==> src/rtl/counter5_arbiter.sv <==
// Two-requester round-robin scheduler sharing one mod-MOD sequence counter.
// Optional build macro COUNTER5_ARB_PAUSE_EN adds a pause input that freezes RUN.
module counter5_arbiter #(
   parameter int MOD   = 5,
   parameter int LEN_W = 4
) (
   input  logic             clk,
   input  logic             rst,
`ifdef COUNTER5_ARB_PAUSE_EN
   input  logic             pause,
`endif
   input  logic [1:0]       req,
   input  logic [LEN_W-1:0] len0,
   input  logic [LEN_W-1:0] len1,
   output logic [1:0]       gnt,
   output logic             busy,
   output logic [3:0]       cnt_out,
   output logic             wrap,
   output logic [1:0]       done
);

   typedef enum logic [1:0] {IDLE, GRANT, RUN, DONE} state_t;

   localparam logic [3:0] CNT_MAX = 4'(MOD - 1);

   state_t           state_q, state_d;
   logic [3:0]       cnt_q, cnt_d;
   logic [LEN_W-1:0] rem_q, rem_d;
   logic             owner_q, owner_d;
   logic             last_q, last_d;
   logic [1:0]       gnt_q, gnt_d;
   logic [1:0]       done_q, done_d;
   logic             hold;
   logic             owner_req;
   logic             win;

`ifdef COUNTER5_ARB_PAUSE_EN
   assign hold = pause;
`else
   assign hold = 1'b0;
`endif

   assign owner_req = req[owner_q];
   // A lone request wins outright; a tie goes to whoever was not served last.
   assign win       = (req == 2'b11) ? ~last_q : req[1];

   always_comb begin
      state_d = state_q;
      cnt_d   = cnt_q;
      rem_d   = rem_q;
      owner_d = owner_q;
      last_d  = last_q;
      gnt_d   = gnt_q;
      done_d  = 2'b00;
      wrap    = 1'b0;
      case (state_q)
         IDLE: begin
            if (req != 2'b00) begin
               state_d = GRANT;
               owner_d = win;
               gnt_d   = win ? 2'b10 : 2'b01;
               rem_d   = win ? len1 : len0;
               cnt_d   = '0;
            end
         end
         GRANT: begin
            if (!owner_req) begin
               state_d = IDLE;
               gnt_d   = 2'b00;
               cnt_d   = '0;
               rem_d   = '0;
               last_d  = owner_q;
            end else if (rem_q == '0) begin
               state_d = DONE;
               gnt_d   = 2'b00;
               done_d  = gnt_q;
            end else begin
               state_d = RUN;
            end
         end
         RUN: begin
            wrap = !hold && (cnt_q == CNT_MAX);
            if (!owner_req) begin
               state_d = IDLE;
               gnt_d   = 2'b00;
               cnt_d   = '0;
               rem_d   = '0;
               last_d  = owner_q;
            end else if (!hold) begin
               cnt_d = wrap ? 4'd0 : cnt_q + 4'd1;
               if (wrap) begin
                  rem_d = rem_q - 1'b1;
                  if (rem_q == LEN_W'(1)) begin
                     state_d = DONE;
                     gnt_d   = 2'b00;
                     done_d  = gnt_q;
                  end
               end
            end
         end
         DONE: begin
            state_d = IDLE;
            cnt_d   = '0;
            last_d  = owner_q;
         end
         default: state_d = IDLE;
      endcase
   end

   always_ff @(posedge clk or negedge rst) begin
      if (!rst) begin
         state_q <= IDLE;
         cnt_q   <= '0;
         rem_q   <= '0;
         owner_q <= 1'b0;
         last_q  <= 1'b1;
         gnt_q   <= 2'b00;
         done_q  <= 2'b00;
      end else begin
         state_q <= state_d;
         cnt_q   <= cnt_d;
         rem_q   <= rem_d;
         owner_q <= owner_d;
         last_q  <= last_d;
         gnt_q   <= gnt_d;
         done_q  <= done_d;
      end
   end

   assign gnt     = gnt_q;
   assign done    = done_q;
   assign cnt_out = cnt_q;
   assign busy    = (state_q == GRANT) || (state_q == RUN);

endmodule
==> config.mk <==
export PLATFORM = sky130hd
export DESIGN_NAME = counter5_arbiter
export DESIGN_NICKNAME = d
export VERILOG_FILES = /design/src/rtl/counter5_arbiter.sv
export SDC_FILE = /design/constraint.sdc
export NUM_CORES = 1
export LEC_CHECK = 0
export BUFFER_PORTS_ARGS = -buffer_cell sky130_fd_sc_hd__buf_2
export CAP_MARGIN = 20
export CORE_MARGIN = 4
export CORE_UTILIZATION = 53
export CTS_CLUSTER_DIAMETER = 120
export CTS_CLUSTER_SIZE = 10
export DETAILED_ROUTE_END_ITERATION = 8
export PLACE_DENSITY = 0.89
export SYNTH_ARGS = -nofsm -noshare
export SYNTH_HDL_FRONTEND = slang
export SYNTH_SLANG_ARGS = --single-unit
==> constraint.sdc <==
create_clock -name clk -period 2.6 [get_ports clk]
set_clock_uncertainty 0.1 [all_clocks]
set_input_delay 0.52 -clock clk [delete_from_list [all_inputs] [get_ports clk]]
set_output_delay 0.52 -clock clk [all_outputs]
set_load 0.005 [all_outputs]
==> summary.txt <==
Run status
  • Outcome: finished clean

Clock tree
  • Post_cts resized: 0
  • Setup bufs post-CTS: 0
  • CTS Root Cell: clkbuf_4
  • Max H-tree Level: 1
  • TritonCTS clock tree: done
  • CTS buffer count: 3
  • Clk slew on worst S/H paths: ~0.090 ns
  • CTS sink count: 16
  • CTS Hold Bufs: 0
  • Clk Latency, worst-skew pair: 0.28 ns
  • CTS max path bufs: 2

Timing
  • Final Critical Period: 2.14 ns
  • Final Setup Violations: 0
  • Final setup TNS: 0 ns
  • Fin. Hold Viols: 0
  • Slew HR: between 70 and 80%
  • Least-Margin Pin Slew: approximately 0.41 ns
  • RSZ-0062 raised after global routing: false
  • Fmax: 467 MHz
  • Setup ws final: between 0.4 and 0.5 ns
  • Max Slew Vio Count: 0
  • Tcrit/Tclk final: between 80% and 90%

Floorplan
  • Die Y: 53.2 um
  • Num rows: 16
  • Core area: a little under 0.002 mm2
  • Die width: around 53 um
  • Die ar.: ~0.0028 mm2
  • Num ports: 22
  • Initial Utilization: 55.3%

Detailed routing
  • DRT antenna net count: 0
  • Post-route DRC: 0
  • DR pass1 iterations: 5
  • WL final: 2320 um
  • First DRT Iteration DRCs: 17
  • DR vias/cell: 5.83
  • Routed len/inst: 14.9 um
  • DR vias: approximately 910

Critical path
  • Startpoint types: flip-flop
  • Critical path launch point: state_q[0]
  • CP top delay family: adder cells
  • FF-to-FF path depth: 6
  • Max FO, Critical Path: 13
  • CP required: 1.98 ns
  • CP Data Arrival Time: 1.52 ns
  • CP peak stage delay: between 0.5 and 0.6 ns
  • R2R Path Start: state_q[0]
  • Stages on the worst setup path: 3
  • CP Capture Type: output pin
  • Critical Setup Path Class: flip-flop to output pin
  • Buffers and inverters on the worst path: 2
  • CP cell instances: inv_1 -> ha_1 -> buf_2
  • Slowest CP cell: ha_1

GRT
  • Initial antenna violation count: 0
  • First-pass GRT wire length: 3810 um
  • Largest net degree at the start of global routing: 17
  • Total gr overflow: 0
  • Vias in the first global route: 875
  • Total GRT Usage: 18.3%

Synth
  • Synth Area in Compound Gates: 19.4%
  • Post-synthesis adder-cell area fraction: 11.5%
  • Avg Cell Area, Syn: 10.3 um2
  • Post-synthesis simple-gate area fraction: 18.3%
  • Synth Net Count: 127
  • Synth cell types: 37
  • Multiplexer share of the synthesized area: 11.0%
  • Largest family of logic cells by synthesized area: compound AO/OA/AOI/OAI gates
  • Main synth FF type: dfrtp_1
  • Synthesis-stage register bit count: 16
  • Post-synth EDFFs: 0
  • Sequential area share after synthesis: a little under two fifths
  • Fraction of registers with async set/reset: 100%
  • Ys Warns: 0
  • XOR/XNOR Fraction of Synth Area: 0%
  • Mapped Area: 0.00108 mm2
  • Cells after Synth: approximately 110

Finish
  • Most frequent cells in the layout: 21 x buf_2, 15 x dfrtp_1, 10 x ha_1, 7 x inv_1
  • Final core occ: 64.0%
  • Share of cells above drive strength 1: approximately 29%
  • # diodes: 0
  • NumNets Final: 152
  • Syn-to-layout area delta: 15.8%
  • Most common cell after layout, fill and taps aside: buf_2

Placed design
  • Port-buffer cells: 21
  • Gpl congestion: 0.849
  • Setup WS pre-CTS: approximately 0.6 ns
  • HPWL Detailed: 1730 um

Pwr
  • Maximum vdd drop: approximately 0.00045 V
  • Sequential share of power: 33.3%
  • Clock Power Share: between 10% and 20%
  • Internal power: 0.730 mW
  • Comb pwr share: 53.2%
  • Switching Fraction: about two fifths
  • PD cells: 966 mW/mm2
  • Switching power total: 0.483 mW
  • Leak pwr: around 0.6 nW

Flow run
  • Max cap viols: 0

Worst hold path
  • Hold Crit Class: input pin to asynchronous set/reset pin
[power by group through the flow]
stage          combinational (mW)  clock (mW)  sequential [mW]
2_1_floorplan               0.496           0            0.388
3_3_place_gp                0.610           0            0.396
3_5_place_dp                0.638           0            0.406
4_1_cts                     0.644       0.167            0.401
5_1_grt                     0.706       0.181            0.412
6_report                    0.645       0.165            0.403
[sequential cells by signal, indices dropped and copies added (netlist names)]
register	count
state_q	2
cnt_out	4
gnt	2
owner_q	1
rem_q	4
done	2
last_q	1
[layout make-up]
type / count / area [um2]
Fill cell: 173 / 706
Multi-Input combinational cell: 81 / 653
Sequential cell: 16 / 402
Timing Repair Buffer: 21 / 105
Clock buffer: 4 / 36.3
Tap cell: 27 / 33.8
Inverter: 7 / 26.3
[worst paths after layout]
path / slack, ns / end
worst max-delay path: 0.46 / busy
worst min-delay path: 0.03 / state_q[0]
worst max register to register: 0.57 / rem_q[0]
worst min register to register: 0.40 / done[0]
max in group asynchronous: 2.06 / last_q
min in group clk: 0.38 / owner_q
[worst reg2reg max path, cell delays in order (launching register included)]
cell	delay, ns
dfrtp_1	0.41
inv_1	0.14
ha_1	0.21
or3b_4	0.41
a21boi_4	0.18
and2_4	0.18
mux2_4	0.30
[per-stage QoR]
| step | hold WS (ns) | std cells | power, mW | cell area, um2 |
|---|---|---|---|---|
| floorplan | 0.124 | 105 | 0.884 | 1080 |
| CTS | 0.0359 | 156 | 1.21 | 1260 |
| global route | 0.0436 | 156 | 1.30 | 1260 |
| detailed placement | 0.350 | 152 | 1.04 | 1220 |
| global placement | 0.351 | 152 | 1.01 | 1220 |
| finish | 0.0310 | 156 | 1.21 | 1260 |
[cell families (layout without fill, tap and decap cells)]
logic type               Yosys count  count (layout)
buffers and inverters              8              32
multiplexers                      10              10
AO/OA/AOI/OAI                     29              29
adder cells (fa/ha/maj)           10              10
flip-flops                        16              16
AND/OR/NAND/NOR                   32              32
[synth_stat cells (all sizes together), types with 4 or more instances]
cell / number / share of area (%)
a21oi: 4 / 1.8
and2: 5 / 3.1
dfrtp: 15 / 35
ha: 10 / 12
inv: 7 / 2.4
mux2: 6 / 7.3
mux2i: 4 / 3.7
nand2b: 5 / 2.9
o21ai: 5 / 2.3
o22ai: 4 / 2.3
[routing by layer]
| metal | global-route usage (%) | part of all wire [%] | vias to the layer above |
|---|---|---|---|
| li1 | - | - | 436 |
| met1 | 22.7 | 43 | 446 |
| met2 | 30.0 | 51 | 21 |
| met3 | 3.38 | 4.1 | 6 |
| met4 | 8.94 | 1.7 | 0 |
| met5 | 0 | 0 | - |
No activity file was read; power rests on OpenSTA's default activity.
